==> src/rtl/vc_idx_fifo.sv <==
// vc_idx_fifo: NUM_CH independent circular FIFOs of buffer-slot indices, one per virtual channel
// Ports: clk/rst (sync, active-high); wr_en/wr_ch/wr_data push; rd_en/rd_ch pop;
// rd_data/rd_valid registered pop result; full/empty/count per channel; sticky err_ovf/err_udf/err_ch.
module vc_idx_fifo #(
    parameter int NUM_CH = 4,
    parameter int CH_SZ  = 2,
    parameter int DEPTH  = 3,
    parameter int PTR_SZ = 2,
    parameter int WIDTH  = 4
) (
    input  logic                           clk,
    input  logic                           rst,
    input  logic                           wr_en,
    input  logic [CH_SZ-1:0]               wr_ch,
    input  logic [WIDTH-1:0]               wr_data,
    input  logic                           rd_en,
    input  logic [CH_SZ-1:0]               rd_ch,
    output logic [WIDTH-1:0]               rd_data,
    output logic                           rd_valid,
    output logic [NUM_CH-1:0]              full,
    output logic [NUM_CH-1:0]              empty,
    output logic [NUM_CH*(PTR_SZ+1)-1:0]   count,
    output logic                           err_ovf,
    output logic                           err_udf,
    output logic                           err_ch
);
    localparam logic [CH_SZ:0]    NCH  = (CH_SZ+1)'(NUM_CH);
    localparam logic [PTR_SZ:0]   DEP  = (PTR_SZ+1)'(DEPTH);
    localparam logic [PTR_SZ-1:0] LAST = PTR_SZ'(DEPTH - 1);
    logic [WIDTH-1:0]  mem [NUM_CH][DEPTH];
    logic [PTR_SZ-1:0] wptr_q [NUM_CH], wptr_d [NUM_CH];
    logic [PTR_SZ-1:0] rptr_q [NUM_CH], rptr_d [NUM_CH];
    logic [PTR_SZ:0]   cnt_q [NUM_CH], cnt_d [NUM_CH];
    logic [WIDTH-1:0]  rd_data_q, rd_data_d;
    logic              rd_valid_q, rd_valid_d;
    logic              err_ovf_q, err_ovf_d, err_udf_q, err_udf_d, err_ch_q, err_ch_d;
    logic              wr_in, rd_in, pop_ok, push_ok;
    logic [NUM_CH-1:0] push_v, pop_v;
    always_comb begin
        wr_in      = {1'b0, wr_ch} < NCH;
        rd_in      = {1'b0, rd_ch} < NCH;
        pop_ok     = rd_en && rd_in && cnt_q[rd_ch] != '0;
        // a full channel still takes a push when it is popped in the same cycle
        push_ok    = wr_en && wr_in && (cnt_q[wr_ch] != DEP || (pop_ok && rd_ch == wr_ch));
        push_v     = '0;
        pop_v      = '0;
        for (int i = 0; i < NUM_CH; i++) begin
            push_v[i] = push_ok && wr_ch == CH_SZ'(i);
            pop_v[i]  = pop_ok && rd_ch == CH_SZ'(i);
            // explicit wrap since DEPTH need not be a power of two
            wptr_d[i] = push_v[i] ? (wptr_q[i] == LAST ? '0 : wptr_q[i] + 1'b1) : wptr_q[i];
            rptr_d[i] = pop_v[i] ? (rptr_q[i] == LAST ? '0 : rptr_q[i] + 1'b1) : rptr_q[i];
            cnt_d[i]  = (push_v[i] && !pop_v[i]) ? cnt_q[i] + 1'b1 :
                        (pop_v[i] && !push_v[i]) ? cnt_q[i] - 1'b1 : cnt_q[i];
        end
        rd_valid_d = pop_ok;
        rd_data_d  = pop_ok ? mem[rd_ch][rptr_q[rd_ch]] : rd_data_q;
        err_ovf_d  = err_ovf_q || (wr_en && wr_in && !push_ok);
        err_udf_d  = err_udf_q || (rd_en && rd_in && !pop_ok);
        err_ch_d   = err_ch_q || (wr_en && !wr_in) || (rd_en && !rd_in);
    end
    always_ff @(posedge clk) begin
        if (rst) begin
            for (int i = 0; i < NUM_CH; i++) begin
                wptr_q[i] <= '0;
                rptr_q[i] <= '0;
                cnt_q[i]  <= '0;
            end
            rd_data_q  <= '0;
            rd_valid_q <= 1'b0;
            err_ovf_q  <= 1'b0;
            err_udf_q  <= 1'b0;
            err_ch_q   <= 1'b0;
        end else begin
            wptr_q     <= wptr_d;
            rptr_q     <= rptr_d;
            cnt_q      <= cnt_d;
            rd_data_q  <= rd_data_d;
            rd_valid_q <= rd_valid_d;
            err_ovf_q  <= err_ovf_d;
            err_udf_q  <= err_udf_d;
            err_ch_q   <= err_ch_d;
        end
    end
    always_ff @(posedge clk) begin
        if (!rst && push_ok) mem[wr_ch][wptr_q[wr_ch]] <= wr_data;
    end
    for (genvar i = 0; i < NUM_CH; i++) begin : g_out
        assign full[i]                             = cnt_q[i] == DEP;
        assign empty[i]                            = cnt_q[i] == '0;
        assign count[i*(PTR_SZ+1) +: (PTR_SZ+1)]   = cnt_q[i];
    end
    assign rd_data  = rd_data_q;
    assign rd_valid = rd_valid_q;
    assign err_ovf  = err_ovf_q;
    assign err_udf  = err_udf_q;
    assign err_ch   = err_ch_q;
endmodule

==> config.mk <==
export PLATFORM = sky130hd
export DESIGN_NAME = vc_idx_fifo
export DESIGN_NICKNAME = d
export VERILOG_FILES = /design/src/rtl/vc_idx_fifo.sv
export SDC_FILE = /design/constraint.sdc
export NUM_CORES = 1
export LEC_CHECK = 0
export CORE_UTILIZATION = 45
export DETAILED_ROUTE_END_ITERATION = 10
export PLACE_DENSITY = 0.66
export SYNTH_ARGS = -nofsm -noshare
export SYNTH_HDL_FRONTEND = slang
export SYNTH_SLANG_ARGS = --single-unit
==> constraint.sdc <==
create_clock -name clk -period 7.72 [get_ports clk]
set_input_delay 1.158 -clock clk [delete_from_list [all_inputs] [get_ports clk]]
set_output_delay 1.158 -clock clk [all_outputs]
set_load 0.02 [all_outputs]
# ---- Word level (Yosys, flattened, before mapping)
# Memory sizes are Yosys's and may differ from the RTL's.
# Index checks and enable logic that the tools add are counted.
dict set report word_totals {
  ff_bits 35
  ram_bits 48
  in_bits 12
  output_inout_bits 28
  wordCells 145
  n_memories 1
}
dict set report classes {
  addsub 16
  n_lt_le_gt_ge 5
  n_eq_ne 20
  muxes 35
  n_bitwise 4
  reduce_logical 48
}
# name depth width read_ports rd_clocked_by_memory_dff wr line
set memory_table {}
lappend memory_table {mem 4 12 1 0 1 30} ;# logic [WIDTH-1:0] mem [NUM_CH][DEPTH];
# operator count
set ops {}
lappend ops {{two-way mux 3 bit} 12}
lappend ops {{== test 2 bit (second input constant)} 12}
lappend ops {{two-way mux 2 bit} 12}
lappend ops {{logical AND 1 bit} 23}
lappend ops {{adder 2 x 1 -> 2 bit (second input constant)} 8}
lappend ops {{adder 3 x 1 -> 3 bit (second input constant)} 4}
lappend ops {{binary-select mux 3 bit (select 2 bit)} 2}
lappend ops {{== test 3 x 2 -> 1 bit (second input constant)} 4}
lappend ops {{>= comparator 3 bit (second input constant)} 4}
lappend ops {{logical NOT 3 bit} 4}
lappend ops {{two-way mux 12 bit} 1}
lappend ops {{two-way mux 4 bit} 3}
lappend ops {{inverter 2 -> 3 bit} 4}
lappend ops {{subtractor 3 x 1 -> 3 bit (second input constant)} 4}
lappend ops {{logical NOT 1 bit} 11}
lappend ops {{binary-select mux 2 bit (select 2 bit)} 2}
lappend ops {{binary-select mux 4 bit (select 2 bit)} 1}
lappend ops {{demux 4 bit (select 2 bit)} 1}
lappend ops {{nonzero test 2 bit} 4}
lappend ops {{== test 2 x 1 -> 1 bit (second input constant)} 2}
lappend ops {{logical NOT 2 bit} 2}
lappend ops {{logical OR 1 bit} 3}
lappend ops {{less-than comparator 3 x 1 -> 1 bit (second input constant)} 1}
lappend ops {{inequality test 3 x 2 -> 1 bit (second input constant)} 1}
lappend ops {{3 further kinds} 3}

# ---- Longest topological paths before layout
dict set report logic_depth {
  word_depth 14
  mapped_depth 12
  mapped_depth_nobuf 11
}

# ---- Least setup slack after synthesis
# OpenSTA, ideal clock, no wires.
dict set report synth_path {
  path_kind {input-to-reg}
  start {in wr_ch[1]}
  end {reg cnt_q (netlist bit count[2])}
  setup_time_ns 0.070
  arrival_time_ns 3.337
  path_slack_ns 4.313
  stages 10
  cell_sequence {or2_1 -> o22a_1 -> o311ai_4 -> and4_1 -> ha_1 -> inv_1 -> fa_1 -> xor2_1 -> or3_1 -> a21oi_1}
}
dict set report synth_between {
  elab_chain_cells 11
  elab_cells_between_ends 16
}
# element line
set synth_lines {}
lappend synth_lines {{start, declared} 14} ;# input logic [CH_SZ-1:0] wr_ch,
lappend synth_lines {{inverter 2 -> 3 bit (implied by the code)} 44} ;# push_ok = wr_en && wr_in && (cnt_q[wr_ch] != DEP || (pop_ok && rd_ch == wr_ch));
lappend synth_lines {{binary-select mux 3 bit (select 2 bit)} 44}
lappend synth_lines {{two-way mux 3 bit (implied by the code) (2 in a row)} 44}
lappend synth_lines {{inequality test 3 x 2 -> 1 bit} 44}
lappend synth_lines {{logical OR 1 bit} 44}
lappend synth_lines {{logical AND 1 bit} 44}
lappend synth_lines {{logical AND 1 bit (*)} 48} ;# push_v[i] = push_ok && wr_ch == CH_SZ'(i);
lappend synth_lines {{named net push_v[0]} 38} ;# logic [NUM_CH-1:0] push_v, pop_v;
lappend synth_lines {{logical NOT 1 bit} 54} ;# (pop_v[i] && !push_v[i]) ? cnt_q[i] - 1'b1 : cnt_q[i];
lappend synth_lines {{logical AND 1 bit} 54}
lappend synth_lines {{nonzero test 2 bit (no line)} n/a}
lappend synth_lines {{end signal, assigned} 77} ;# cnt_q <= cnt_d;
lappend synth_lines {{end, declared} 33} ;# logic [PTR_SZ:0] cnt_q [NUM_CH], cnt_d [NUM_CH];
# The timed path passes the listed nets; every way through them passes the cells marked *. The select of a mux whose other input is x is not followed.
# A chain may end at the register's enable or synchronous reset.

# ---- Final worst setup path
dict set report layout_path {
  start {in rd_ch[1]}
  end {reg cnt_q (netlist bit count[2])}
}
dict set report layout_between {
  elab_chain_cells 13
  elab_cells_between_ends 19
}
# element line
set layout_lines {}
lappend layout_lines {{start, declared} 17} ;# input logic [CH_SZ-1:0] rd_ch,
lappend layout_lines {{inverter 2 -> 3 bit (implied by the code)} 42} ;# pop_ok = rd_en && rd_in && cnt_q[rd_ch] != '0;
lappend layout_lines {{binary-select mux 3 bit (select 2 bit)} 42}
lappend layout_lines {{two-way mux 3 bit (implied by the code) (2 in a row)} 42}
lappend layout_lines {{nonzero test 3 bit} 42}
lappend layout_lines {{logical AND 1 bit} 42}
lappend layout_lines {{logical AND 1 bit (*)} 44}
lappend layout_lines {{logical OR 1 bit (*)} 44}
lappend layout_lines {{logical AND 1 bit (*)} 44}
lappend layout_lines {{logical AND 1 bit (*)} 48}
lappend layout_lines {{named net push_v[0]} 38}
lappend layout_lines {{logical NOT 1 bit} 54}
lappend layout_lines {{logical AND 1 bit} 54}
lappend layout_lines {{nonzero test 2 bit (no line)} n/a}
# Marks and branches as above.

==> results.yml <==
power:
  ir_drop_mv: 0.0885
  switching_power_mw: 0.241
  cell_internal_pwr_mw: 0.658
  swShare_pct: 26.8
  comb_power_share_pct: 14.8
  total_power_mw: 0.900
  power_density_mw_per_mm2: 203
  pwr-share-clk_pct: 30.4
  cellLeakagePower_nw: 1.52
  sequentialPowerShare_pct: 54.8
drt:
  ant_nets: 0
  met1Wirelength_mm: 3.47
  first_iter_violations: 103
  top_layer: "met4"
  num_vias: 2464
  dr_wl_met3_um: 390
  dr_wl_met2_mm: 3.58
  drt_wl_total_mm: 7.53
  wire_per_inst_um: 16.8
  drt-vias-per-instance: 5.49
  drc: 0
  drt_pass1_iterations: 4
clocking:
  cts.sinks: 83
  cts_tree: "done"
  clock_latency_ps: 350
  cts_setup_buffers: 0
  cts_hold_buffers: 0
  h-tree-depth: 3
  cts-resized-gates: 0
  cts.path.max_buffers: 2
  root_buffer: "clkbuf_8"
  clk_pin_slew_ps: 80
  cts_buffers: 9
critical_path:
  crit_required_ps: 8000
  cpPeakStageDelay_ps: 1100
  crit_path_end_kind: "register"
  slowest_stage: "clkdlybuf4s50_1"
  r2r-end: "count[2]"
  timing.reg2reg.setup_slack_ps: 4730
  critPathMaxFanout: 21
  cp.arrival_ps: 4820
  path_cells: "clkdlybuf4s50_1 -> o31ai_1 -> o22a_1 -> o311ai_4 -> and4_1 -> ha_1 -> inv_1 -> fa_1 -> xor2_1 -> or3_1 -> a21oi_1"
  worstReg2RegStart: "count[6]"
  crit_family: "buffers and inverters"
  reg2reg_depth: 10
  criticalPathCategory: "in2reg"
  crit_buf_inv: 2
  crit_path_start_kind: "input pin"
  cp.depth: 11
sta:
  fin_tns_setup_ps: 0
  tightest_slew_ps: 955
  worst_slack_ps: 3180
  fmax_mhz: 220
  relSlewSlack_pct: 36.2
  post-route-min-period_ps: 4540
  setup_violations: 0
  slew_viol_final: 0
  final.setup_skew_ps: 9.45
  grt_setup_unrepaired: "false"
  period_share_pct: 58.8
  whs_ps: 483
  hold_violations: 0
hold_path:
  hp-start: "rptr_q[1]"
  whs_endpoint: "rptr_q[1]"
  hold_path_class: "reg2reg"
  hold_path_depth: 2
placement:
  dp_cells: 433
  port_buffers: 38
  dpl.hpwl_mm: 5.42
  post-place-ws_ps: 2800
  gp_congestion: 0.829
die:
  die_h_um: 93.7
  dieWidth_um: 93.7
  ios: 40
  initial_core_util_pct: 46.3
  design.core.area_mm2: 0.00818
  die_area_mm2: 0.00878
  row_count: 33
logic_synthesis:
  synth.distinct_cells: 46
  synth_flop_cell: "edfxtp_1"
  syn_nets: 318
  synth_most_common_cell: "edfxtp_1"
  yosysSeqAreaShare_pct: 56.6
  ys_ff_latch: 83
  synthCells: 298
  syn-cell-area_mm2: 0.00379
  ys_warn_count: 0
  synth_edf_count: 48
  syn_avg_cell_area_um2: 12.7
  yosysTopAreaCellShare_pct: 38.1
  synth_largest_area_cell: "edfxtp_1"
  yosys-top-cells-area: "edfxtp_1 (38%), dfxtp_1 (19%), mux4_2 (10%), nor2_1 (3.9%), mux2i_1 (3.7%)"
  synth_common_cells: "edfxtp_1 (48), nor2_1 (39), dfxtp_1 (35)"
  async_flop_share_pct: 0
cells_and_area:
  drive_gt1_share_pct: 12.5
  layoutNonFillerInstCount: 449
  final_nets: 359
  synthToLayoutAreaGrowth_pct: 16.9
  n_antenna_cell: 0
global_route:
  grt_pass1_wl_mm: 12.2
  antenna_found_initial: 0
  grt_start_max_net_pins: 38
  grt_pass1_vias: 2406
  overflow: 0
  grt_usage_pct: 18.8
job:
  maxCapViolations: 0
outcome:
  status: "complete, no violations"
[worst register-to-register path, cell delays in order (launching register included)]
cell and delay (ps):
dfxtp_1 480, o31ai_1 180, o22a_1 310, o311ai_4 400, and4_1 320, ha_1 200
inv_1 60, fa_1 370, xor2_1 160, or3_1 300, a21oi_1 150
[power by group through the flow]
| stage | clock, mW | combinational, mW | sequential (mW) |
|---|---|---|---|
| after floorplan | 0 | 0.0740 | 0.511 |
| after global placement | 0 | 0.132 | 0.503 |
| after detailed placement | 0 | 0.134 | 0.504 |
| after CTS | 0.280 | 0.134 | 0.493 |
| after global routing | 0.298 | 0.146 | 0.496 |
| final | 0.273 | 0.133 | 0.493 |
[routing by layer]
metal  up-vias  track usage (%)
li1       1184                -
met1      1210             25.3
met2        63             29.7
met3         7             3.88
met4         0             7.44
met5         -                0
[cell type report]
class	count	area, um2
clock buffers	11	131
well taps	105	131
flip-flops and latches	83	2140
multi-input cells	181	1500
clock inverters	5	37.5
fillers	704	3750
inverters	24	90.1
repair buffers	40	395
[cells in the final DEF (no fill, tap or decap), drive strengths merged, types with 2 or more instances in the layout]
master         instances
a21oi                 11
buf                    2
clkbuf                11
clkdlybuf4s50         38
clkinv                 3
dfxtp                 35
edfxtp                48
fa                     4
ha                     4
inv                   25
mux2                   2
mux2i                 14
mux4                  17
nand2                 16
nand2b                 3
nand3                  2
nand3b                 3
nand4b                 2
nor2                  39
nor2b                  2
nor3                  11
o21ai                  8
o22ai                  5
o2bb2ai                2
o311ai                 3
o31ai                  2
o32ai                  5
or3                    6
xor2                   8
[through the flow]
step | area [um2] | util (%)
after floorplan | 3790 | -
after global placement | 4260 | 52.1
after detailed placement | 4260 | 52.1
after CTS | 4430 | 54.1
after global routing | 4430 | 54.1
final | 4430 | 54.1
[worst max path at each step]
| stage | startpoint | end | slack (ps) |
|---|---|---|---|
| global route | rd_ch[1] | count[2] | 2970 |
| global placement | rd_ch[1] | count[2] | 3040 |
| finish | rd_ch[1] | count[2] | 3180 |
| CTS | rd_ch[1] | count[2] | 3170 |
| detailed placement | rd_ch[1] | count[2] | 2800 |
| floorplan | wr_ch[1] | count[2] | 4310 |
[state kept, by name, indices dropped and copies added (netlist names)]
register / flops
err_ovf: 1
wptr_q: 8
err_udf: 1
mem: 48
rd_data: 4
count: 12
rd_valid: 1
rptr_q: 8
[kinds of logic after synthesis]
group           share of synthesized area, %
compound gates                          8.33
xor+xnor                                1.85
fa+ha+maj                               3.44
buf+inv                                 3.87
flops                                   56.6
mux                                     14.4
other cells                           0.0990
simple gates                            11.4
Power figures use the tool's default switching activity.
